### config.mk
export PLATFORM = sky130hd
export DESIGN_NAME = mips_mc_core_flat
export DESIGN_NICKNAME = d
export VERILOG_FILES = /design/src/rtl/mips_mc_core_if.sv /design/src/rtl/mips_mc_core.sv /design/src/flat_wrapper.sv
export SDC_FILE = /design/constraint.sdc
export NUM_CORES = 1
export LEC_CHECK = 0
export ABC_AREA = 0
export CAP_MARGIN = 15
export CORE_ASPECT_RATIO = 0.7
export CORE_UTILIZATION = 60
export CTS_BUF_LIST = sky130_fd_sc_hd__clkbuf_4 sky130_fd_sc_hd__clkbuf_8
export CTS_CLUSTER_SIZE = 30
export DETAILED_ROUTE_END_ITERATION = 8
export GPL_ROUTABILITY_DRIVEN = 0
export PLACE_DENSITY = 0.8
export SYNTH_ARGS = -nofsm -noshare
export SYNTH_HDL_FRONTEND = slang
export SYNTH_SLANG_ARGS = --single-unit
### constraint.sdc
create_clock -name clock -period 9.3 [get_ports clock]
set_clock_uncertainty 0.05 [all_clocks]
set_input_delay 1.86 -clock clock [delete_from_list [all_inputs] [get_ports clock]]
set_output_delay 1.86 -clock clock [all_outputs]
set_load 0.005 [all_outputs]
### src/rtl/mips_mc_core_if.sv
// mips_mc_core_if: req/ready word-addressed memory bus between the core (master) and a unified memory (slave)
// Signals: mem_req/mem_we/mem_addr/mem_wdata from master; mem_rdata/mem_ready from slave.
interface mips_mc_core_if #(
  parameter int DW = 21,
  parameter int AW = 19
);
  logic          mem_req;
  logic          mem_we;
  logic [AW-1:0] mem_addr;
  logic [DW-1:0] mem_wdata;
  logic [DW-1:0] mem_rdata;
  logic          mem_ready;
  modport master (output mem_req, mem_we, mem_addr, mem_wdata, input mem_rdata, mem_ready);
  modport slave  (input mem_req, mem_we, mem_addr, mem_wdata, output mem_rdata, mem_ready);
endinterface

### src/rtl/mips_mc_core.sv
// mips_mc_core: multi-cycle FETCH/DECODE/EXEC/MEM/WB core sharing one req/ready memory for code and data
// Ports: clock, reset (async, active-low), bus (memory master), PC/instr/destRegData debug outputs, halted.
module mips_mc_core #(
  parameter int             DW       = 21,
  parameter int             AW       = 19,
  parameter logic [AW-1:0]  RESET_PC = '0
) (
  input  logic          clock,
  input  logic          reset,
  mips_mc_core_if.master bus,
  output logic [AW-1:0] PC,
  output logic [DW-1:0] instr,
  output logic [DW-1:0] destRegData,
  output logic          halted
);
  typedef enum logic [2:0] {FETCH, DECODE, EXEC, MEM, WB, HALT} state_t;
  state_t        state;
  logic [DW-1:0] rf [8];
  logic [DW-1:0] a, b, alu_out, mdr, sext, r_res, alu, wdata;
  logic [4:0]    op;
  logic [2:0]    rs, rt, rd, funct, dst;
  logic [AW-1:0] target;
  logic          taken, done, is_mem, is_alu;
  always_comb begin
    op     = instr[DW-1:DW-5];
    rs     = instr[DW-6:DW-8];
    rt     = instr[DW-9:DW-11];
    rd     = instr[DW-12:DW-14];
    funct  = instr[2:0];
    sext   = {{11{instr[DW-12]}}, instr[DW-12:0]};
    r_res  = funct == 3'd0 ? a + b :
             funct == 3'd1 ? a - b :
             funct == 3'd2 ? a & b :
             funct == 3'd3 ? a | b :
             funct == 3'd4 ? {{(DW-1){1'b0}}, $signed(a) < $signed(b)} :
             funct == 3'd5 ? a ^ b : '0;
    alu    = op == 5'd0 ? r_res : a + sext;
    taken  = (op == 5'd4 && a == b) || (op == 5'd5 && a != b);
    // PC already holds PC+1 here, so the branch offset is added directly
    target = op == 5'd6 ? AW'(instr[DW-6:0]) : taken ? PC + sext[AW-1:0] : PC;
    is_mem = op == 5'd2 || op == 5'd3;
    is_alu = op == 5'd0 || op == 5'd1;
    dst    = op == 5'd0 ? rd : rt;
    wdata  = op == 5'd2 ? mdr : alu_out;
    done   = bus.mem_req && bus.mem_ready;
  end
  always_ff @(posedge clock or negedge reset) begin
    if (!reset) begin
      state         <= FETCH;
      PC            <= RESET_PC;
      instr         <= '0;
      destRegData   <= '0;
      halted        <= 1'b0;
      bus.mem_req   <= 1'b0;
      bus.mem_we    <= 1'b0;
      bus.mem_addr  <= '0;
      bus.mem_wdata <= '0;
      a             <= '0;
      b             <= '0;
      alu_out       <= '0;
      mdr           <= '0;
      for (int i = 0; i < 8; i++) rf[i] <= '0;
    end else begin
      case (state)
        FETCH: begin
          // the first cycle after reset only raises the request
          if (done) begin
            instr       <= bus.mem_rdata;
            PC          <= PC + AW'(1);
            bus.mem_req <= 1'b0;
            state       <= DECODE;
          end else begin
            bus.mem_req  <= 1'b1;
            bus.mem_we   <= 1'b0;
            bus.mem_addr <= PC;
          end
        end
        DECODE: begin
          a     <= rf[rs];
          b     <= rf[rt];
          state <= EXEC;
        end
        EXEC: begin
          alu_out       <= alu;
          PC            <= target;
          halted        <= op == 5'd31;
          state         <= op == 5'd31 ? HALT : is_alu ? WB : is_mem ? MEM : FETCH;
          bus.mem_req   <= op != 5'd31 && !is_alu;
          bus.mem_we    <= op == 5'd3;
          bus.mem_addr  <= is_mem ? alu[AW-1:0] : target;
          bus.mem_wdata <= b;
        end
        MEM: begin
          // a store goes straight back to FETCH, so the next fetch request is raised here
          if (done) begin
            mdr          <= bus.mem_rdata;
            bus.mem_req  <= op == 5'd3;
            bus.mem_we   <= 1'b0;
            bus.mem_addr <= PC;
            state        <= op == 5'd3 ? FETCH : WB;
          end
        end
        WB: begin
          destRegData  <= wdata;
          if (dst != 3'd0) rf[dst] <= wdata;
          bus.mem_req  <= 1'b1;
          bus.mem_we   <= 1'b0;
          bus.mem_addr <= PC;
          state        <= FETCH;
        end
        default: state <= HALT;
      endcase
    end
  end
endmodule

### src/flat_wrapper.sv
// flat-port wrapper written by rule: the top's interface ports become plain ports
module mips_mc_core_flat 
#(
  parameter int             DW       = 21,
  parameter int             AW       = 19,
  parameter logic [AW-1:0]  RESET_PC = '0
)
  (clock, reset, PC, instr, destRegData, halted, bus_mem_req, bus_mem_we, bus_mem_addr, bus_mem_wdata, bus_mem_rdata, bus_mem_ready);
  mips_mc_core_if #(.DW(DW), .AW(AW)) bus_i ();
  input  logic clock;
  input  logic reset;
  output logic [AW-1:0] PC;
  output logic [DW-1:0] instr;
  output logic [DW-1:0] destRegData;
  output logic halted;
  output wire logic [$bits(bus_i.mem_req)-1:0] bus_mem_req;
  output wire logic [$bits(bus_i.mem_we)-1:0] bus_mem_we;
  output wire logic [$bits(bus_i.mem_addr)-1:0] bus_mem_addr;
  output wire logic [$bits(bus_i.mem_wdata)-1:0] bus_mem_wdata;
  input wire logic [$bits(bus_i.mem_rdata)-1:0] bus_mem_rdata;
  input wire logic [$bits(bus_i.mem_ready)-1:0] bus_mem_ready;
  assign bus_mem_req = bus_i.mem_req;
  assign bus_mem_we = bus_i.mem_we;
  assign bus_mem_addr = bus_i.mem_addr;
  assign bus_mem_wdata = bus_i.mem_wdata;
  assign bus_i.mem_rdata = bus_mem_rdata;
  assign bus_i.mem_ready = bus_mem_ready;
  mips_mc_core #(.DW(DW), .AW(AW), .RESET_PC(RESET_PC)) u_core (.clock(clock), .reset(reset), .bus(bus_i), .PC(PC), .instr(instr), .destRegData(destRegData), .halted(halted));
endmodule
* Word-level counts from Yosys, hierarchy flattened *
Cells that the tools add are included.

operators by class
  equal/unequal tests = 22
  muxes and demuxes = 39
  $add $sub $neg = 5
  $lt $le $gt $ge = 5
  bitwise logic cells = 6
  reduce and logical (&&, ||, !) cells = 22

operators by type and width
  kind                     number
  $mux W21                 13
  $bwmux W168              1
  $bmux W21 S3             2
  $mux W19                 6
  $pmux W19 S4             1
  $demux W21 S3            1
  $add A21 B21 Y21         2
  $pmux W19 S2             1
  $and A21 B21 Y21         1
  $eq A21 B21 Y1           1
  $lt A21 B21 Y1           1
  $ne A21 B21 Y1           1
  $or A21 B21 Y21          1
  $sub A21 B21 Y21         1
  $xor A21 B21 Y21         1
  $add A19 B1 Y19 const B  1
  $add A19 B19 Y19         1
  $mux W3                  6
  $eq A5 B3 Y1 const B     3
  $pmux W3 S5              1
  $eq A3 B2 Y1 const B     4
  $ge A4 B4 Y1 const B     3
  $not A3 Y4               3
  $reduce_and A2 Y1        6
  other kinds (21)         37

word-level totals
  output and inout bits = 104
  word-level logic and storage cells = 120
  flip-flop bits (word level) = 359

* Longest topological paths before layout *
  depth after elaboration = 10
  gate-level depth with buffers = 13
  mapped depth without buffers = 12

* Worst setup path after synthesis *
No wires, ideal clock.

  path kind = input to register
  start point = input bus_mem_ready
  end point = register u_core.PC[15]
  arrival time = 3.198 ns
  path slack = 5.916 ns
  stages on the path = 9
  cells stage by stage = nand2_1 nor4_1 and3_1 nand4_1 nor2_1 nand2_1 nand3_1 o21a_1 o21ai_0

between the ends
  cells in the longest elaborated chain, start to end = 3

ends and longest elaborated chain
  element                      RTL line            text
  start, declared              flat_wrapper.sv:21  input wire logic [$bits(bus_i.mem_ready)-1:0] bus_mem_ready;
  $logic_and A1 B1 Y1          mips_mc_core.sv:45  done = bus.mem_req && bus.mem_ready;
  $ne A2 B1 Y1 (no line)       n/a
  $reduce_and A2 Y1 (no line)  n/a
  end signal, assigned         mips_mc_core.sv:69  PC <= PC + AW'(1);
  end signal, assigned         mips_mc_core.sv:85  PC <= target;
  end, declared                mips_mc_core.sv:11  output logic [AW-1:0] PC,

No other way between the ends.
A chain may end at the register's enable or synchronous reset.

* Worst setup path in the final report *
Ends and elaborated chain as after synthesis.

==> flow_metrics.env <==
export IMPL_clock_sinks=359
export IMPL_hold_class="flip-flop to flip-flop"
export IMPL_ant_nets=0
export IMPL_synthCells=2266
export IMPL_hpwl_mm=43.01
export IMPL_yosys_warnings=0
export IMPL_grt_util_all_layers_pct=34.52
export IMPL_cts_max_path_buffers=3
export IMPL_cts_root_buf="clkbuf_8"
export IMPL_rows=57
export IMPL_overflow=0
export IMPL_async_flop_share_pct=100.0
export IMPL_vias=18770
export IMPL_r2r_end="u_core.bus.mem_addr[5]$_DFFE_PN0P_"
export IMPL_worstSkewPairLatency_ns=0.64
export IMPL_seq_area_frac_synth_pct=41.90
export IMPL_syn_avg_cell_area_sq_um=9.461
export IMPL_ys_top_cells_by_area="dfrtp_1, mux4_2, a21oi_1"
export IMPL_path_class="primary input to flip-flop"
export IMPL_syn_nets=2396
export IMPL_drtIter0Drc=2505
export IMPL_post_cts_setup_buffers=0
export IMPL_ctsHoldBuffers=0
export IMPL_grt_antenna_before_repair=0
export IMPL_outcome="finished, final reports clean"
export IMPL_grt_pass1_vias=18020
export IMPL_grt_pass1_wl_mm=99.35
export IMPL_synth_edf_count=0
export IMPL_maxCapViolCount=0
export IMPL_worst_slew_pin_transition_ns=1.191
export IMPL_synth_main_ff_cell="dfrtp_1"
export IMPL_die_x_microns=227.9
export IMPL_endpoint_kind="flip-flop"
export IMPL_die_h_microns=160.2
export IMPL_irDropWorstVdd_v=0.0003461
export IMPL_ys_types=79
export IMPL_final_period_utilization_pct=48.60
export IMPL_synth_most_common_cell="dfrtp_1"
export IMPL_fmax_mhz=221.2
export IMPL_ios=128
export IMPL_setup_worst_path_start="bus_mem_ready"
export IMPL_n_antenna_cell=0
export IMPL_syn2layout_area_growth_pct=12.88
export IMPL_drt_first_pass_iters=6
export IMPL_synth_top_area_share_pct=41.90
export IMPL_relSlewSlack_pct=20.58
export IMPL_reg2reg_depth=11
export IMPL_wl_per_cell_microns=22.32
export IMPL_yosysTopAreaCell="dfrtp_1"
export IMPL_finalWirelength_mm=63.16
export IMPL_htree_levels=2
export IMPL_r2r_slack_ns=5.13
export IMPL_worstPathRequired_ns=9.74
export IMPL_die_area_sq_um=36500
export IMPL_critPathArrivalTime_ns=4.96
export IMPL_routed_via_density=6.634
export IMPL_layout_drive_gt1_share_pct=11.87
export IMPL_synth_commonest_cells="dfrtp_1, nand2_1, a21oi_1"
export IMPL_grt_max_degree=159
export IMPL_start_kind="primary input"
export IMPL_crit_end="u_core.PC[15]$_DFFE_PN0P_"
export IMPL_syn_cell_area_sq_um=21440
export IMPL_slew_viol_final=0
export IMPL_finalSetupViolations=0
export IMPL_rsz0062_at_grt="no"
export IMPL_synth_seq_cells=359
export IMPL_fin_nets=2446
export IMPL_p_leak_nw=10.61
export IMPL_final_core_util_pct=69.25
export IMPL_powerDensity_nw_per_um2=417.1
export IMPL_post_cts_resized=0
export IMPL_worst_r2r_startpoint="u_core.b[8]$_DFFE_PN0P_"
export IMPL_min_period_ns=4.520
export IMPL_start_util_pct=61.35
export IMPL_cts_inserted_buffers=55
export IMPL_path_clk_slew_ns=0.07
export IMPL_tritoncts="built"
export IMPL_nFillCells=2672
export IMPL_finalHoldViolations=0
export IMPL_fin_tns_setup_ns=0
export IMPL_core_area_sq_um=34950
export IMPL_path_max_fanout=22
export IMPL_drcViolationCount=0
export IMPL_portBuffers=127
==> critical path, stage by stage <==
cell,delay [ns]
clkdlybuf4s50_1,0.51
nand2_1,0.15
nor4_2,0.72
buf_4,0.41
and3_1,0.27
nand4_1,0.34
nor2_1,0.27
nand2_1,0.10
nand3_1,0.11
o21a_1,0.13
o21ai_0,0.07
==> logic make-up (layout without fill, tap and decap cells) <==
kind of cell             after synthesis  after routing  share of synthesized area, %
multiplexers                         186            186                         13.74
adder cells (fa/ha/maj)              106            106                         6.327
AND/OR/NAND/NOR                      684            684                         13.84
flip-flops                           359            359                         41.91
buffers and inverters                236            328                         4.272
XOR/XNOR                              44             44                         1.798
AO/OA/AOI/OAI                        651            651                         18.12
==> cell type report <==
type	count	area [sq um]	area share, %
clock buffer	76	983.4	4.064
timing repair buffer	160	1536	6.349
tap	472	590.6	2.440
sequential	359	8989	37.14
multi-input combinational	1671	11600	47.95
inverter	69	259.0	1.070
clock inverter	23	237.7	0.9824
==> sequential cells by signal, summed over array words and instances, names as in the netlist <==
name,cells
u_core.alu_out,21
u_core.PC,19
u_core.destRegData,21
u_core.bus.mem_req,1
u_core.bus.mem_wdata,21
u_core.rf,168
u_core.a,21
u_core.bus.mem_we,1
u_core.bus.mem_addr,19
u_core.b,21
u_core.instr,21
u_core.halted,1
u_core.mdr,21
u_core.state,3
==> report_power, final <==
group	switching [mW]	internal, mW	leakage, nW
Sequential	0.643	2.20	4.57
Combinational	3.40	2.38	5.38
Clock	0.668	0.801	0.649
Total	4.71	5.38	10.6
==> cells in the final DEF, fill, tap and decap left out, types with 23 or more instances in the layout <==
| cell | instances |
|---|---|
| a21o_1 | 23 |
| a21oi_1 | 258 |
| buf_4 | 32 |
| clkbuf_8 | 66 |
| clkdlybuf4s50_1 | 126 |
| dfrtp_1 | 355 |
| ha_1 | 102 |
| inv_1 | 69 |
| mux2_2 | 26 |
| mux2i_1 | 76 |
| mux4_2 | 84 |
| nand2_1 | 262 |
| nand3_1 | 32 |
| nor2_1 | 248 |
| nor3_1 | 28 |
| o21ai_0 | 172 |
| xnor2_1 | 32 |
==> stage by stage <==
| stage | instances | area [sq um] | hold slack, ns | setup slack, ns | total power, mW |
|---|---|---|---|---|---|
| floorplan | 2266 | 21440 | 0.3913 | 5.916 | 6.556 |
| finish | 2830 | 24200 | 0.3479 | 4.780 | 10.09 |
| global placement | 2731 | 22980 | 0.3263 | 4.352 | 8.201 |
| global route | 2830 | 24200 | 0.3645 | 4.496 | 10.69 |
| detailed placement | 2731 | 22980 | 0.3345 | 4.229 | 8.428 |
| CTS | 2830 | 24200 | 0.3482 | 4.894 | 9.931 |
==> routing by layer <==
| metal | share of wire, % | vias up | GRT usage, % |
|---|---|---|---|
| li1 | - | 8239 | - |
| met1 | 41 | 9201 | 49.40 |
| met2 | 45 | 1182 | 52.70 |
| met3 | 11 | 152 | 7.107 |
| met4 | 2.8 | 0 | 11.59 |
| met5 | 0 | - | 0 |
==> worst min-delay path by stage <==
stage,start,to,slack (ns),cells after the start
after floorplan,u_core.rf[147]$_DFFE_PN0P_,u_core.rf[147]$_DFFE_PN0P_,0.39,1
after global placement,u_core.rf[163]$_DFFE_PN0P_,u_core.rf[163]$_DFFE_PN0P_,0.33,0
after detailed placement,u_core.rf[164]$_DFFE_PN0P_,u_core.rf[164]$_DFFE_PN0P_,0.33,0
after CTS,u_core.rf[166]$_DFFE_PN0P_,u_core.rf[166]$_DFFE_PN0P_,0.35,0
after global routing,u_core.rf[166]$_DFFE_PN0P_,u_core.rf[166]$_DFFE_PN0P_,0.36,0
final,u_core.rf[166]$_DFFE_PN0P_,u_core.rf[166]$_DFFE_PN0P_,0.35,0
Power figures use the tool's default switching activity.
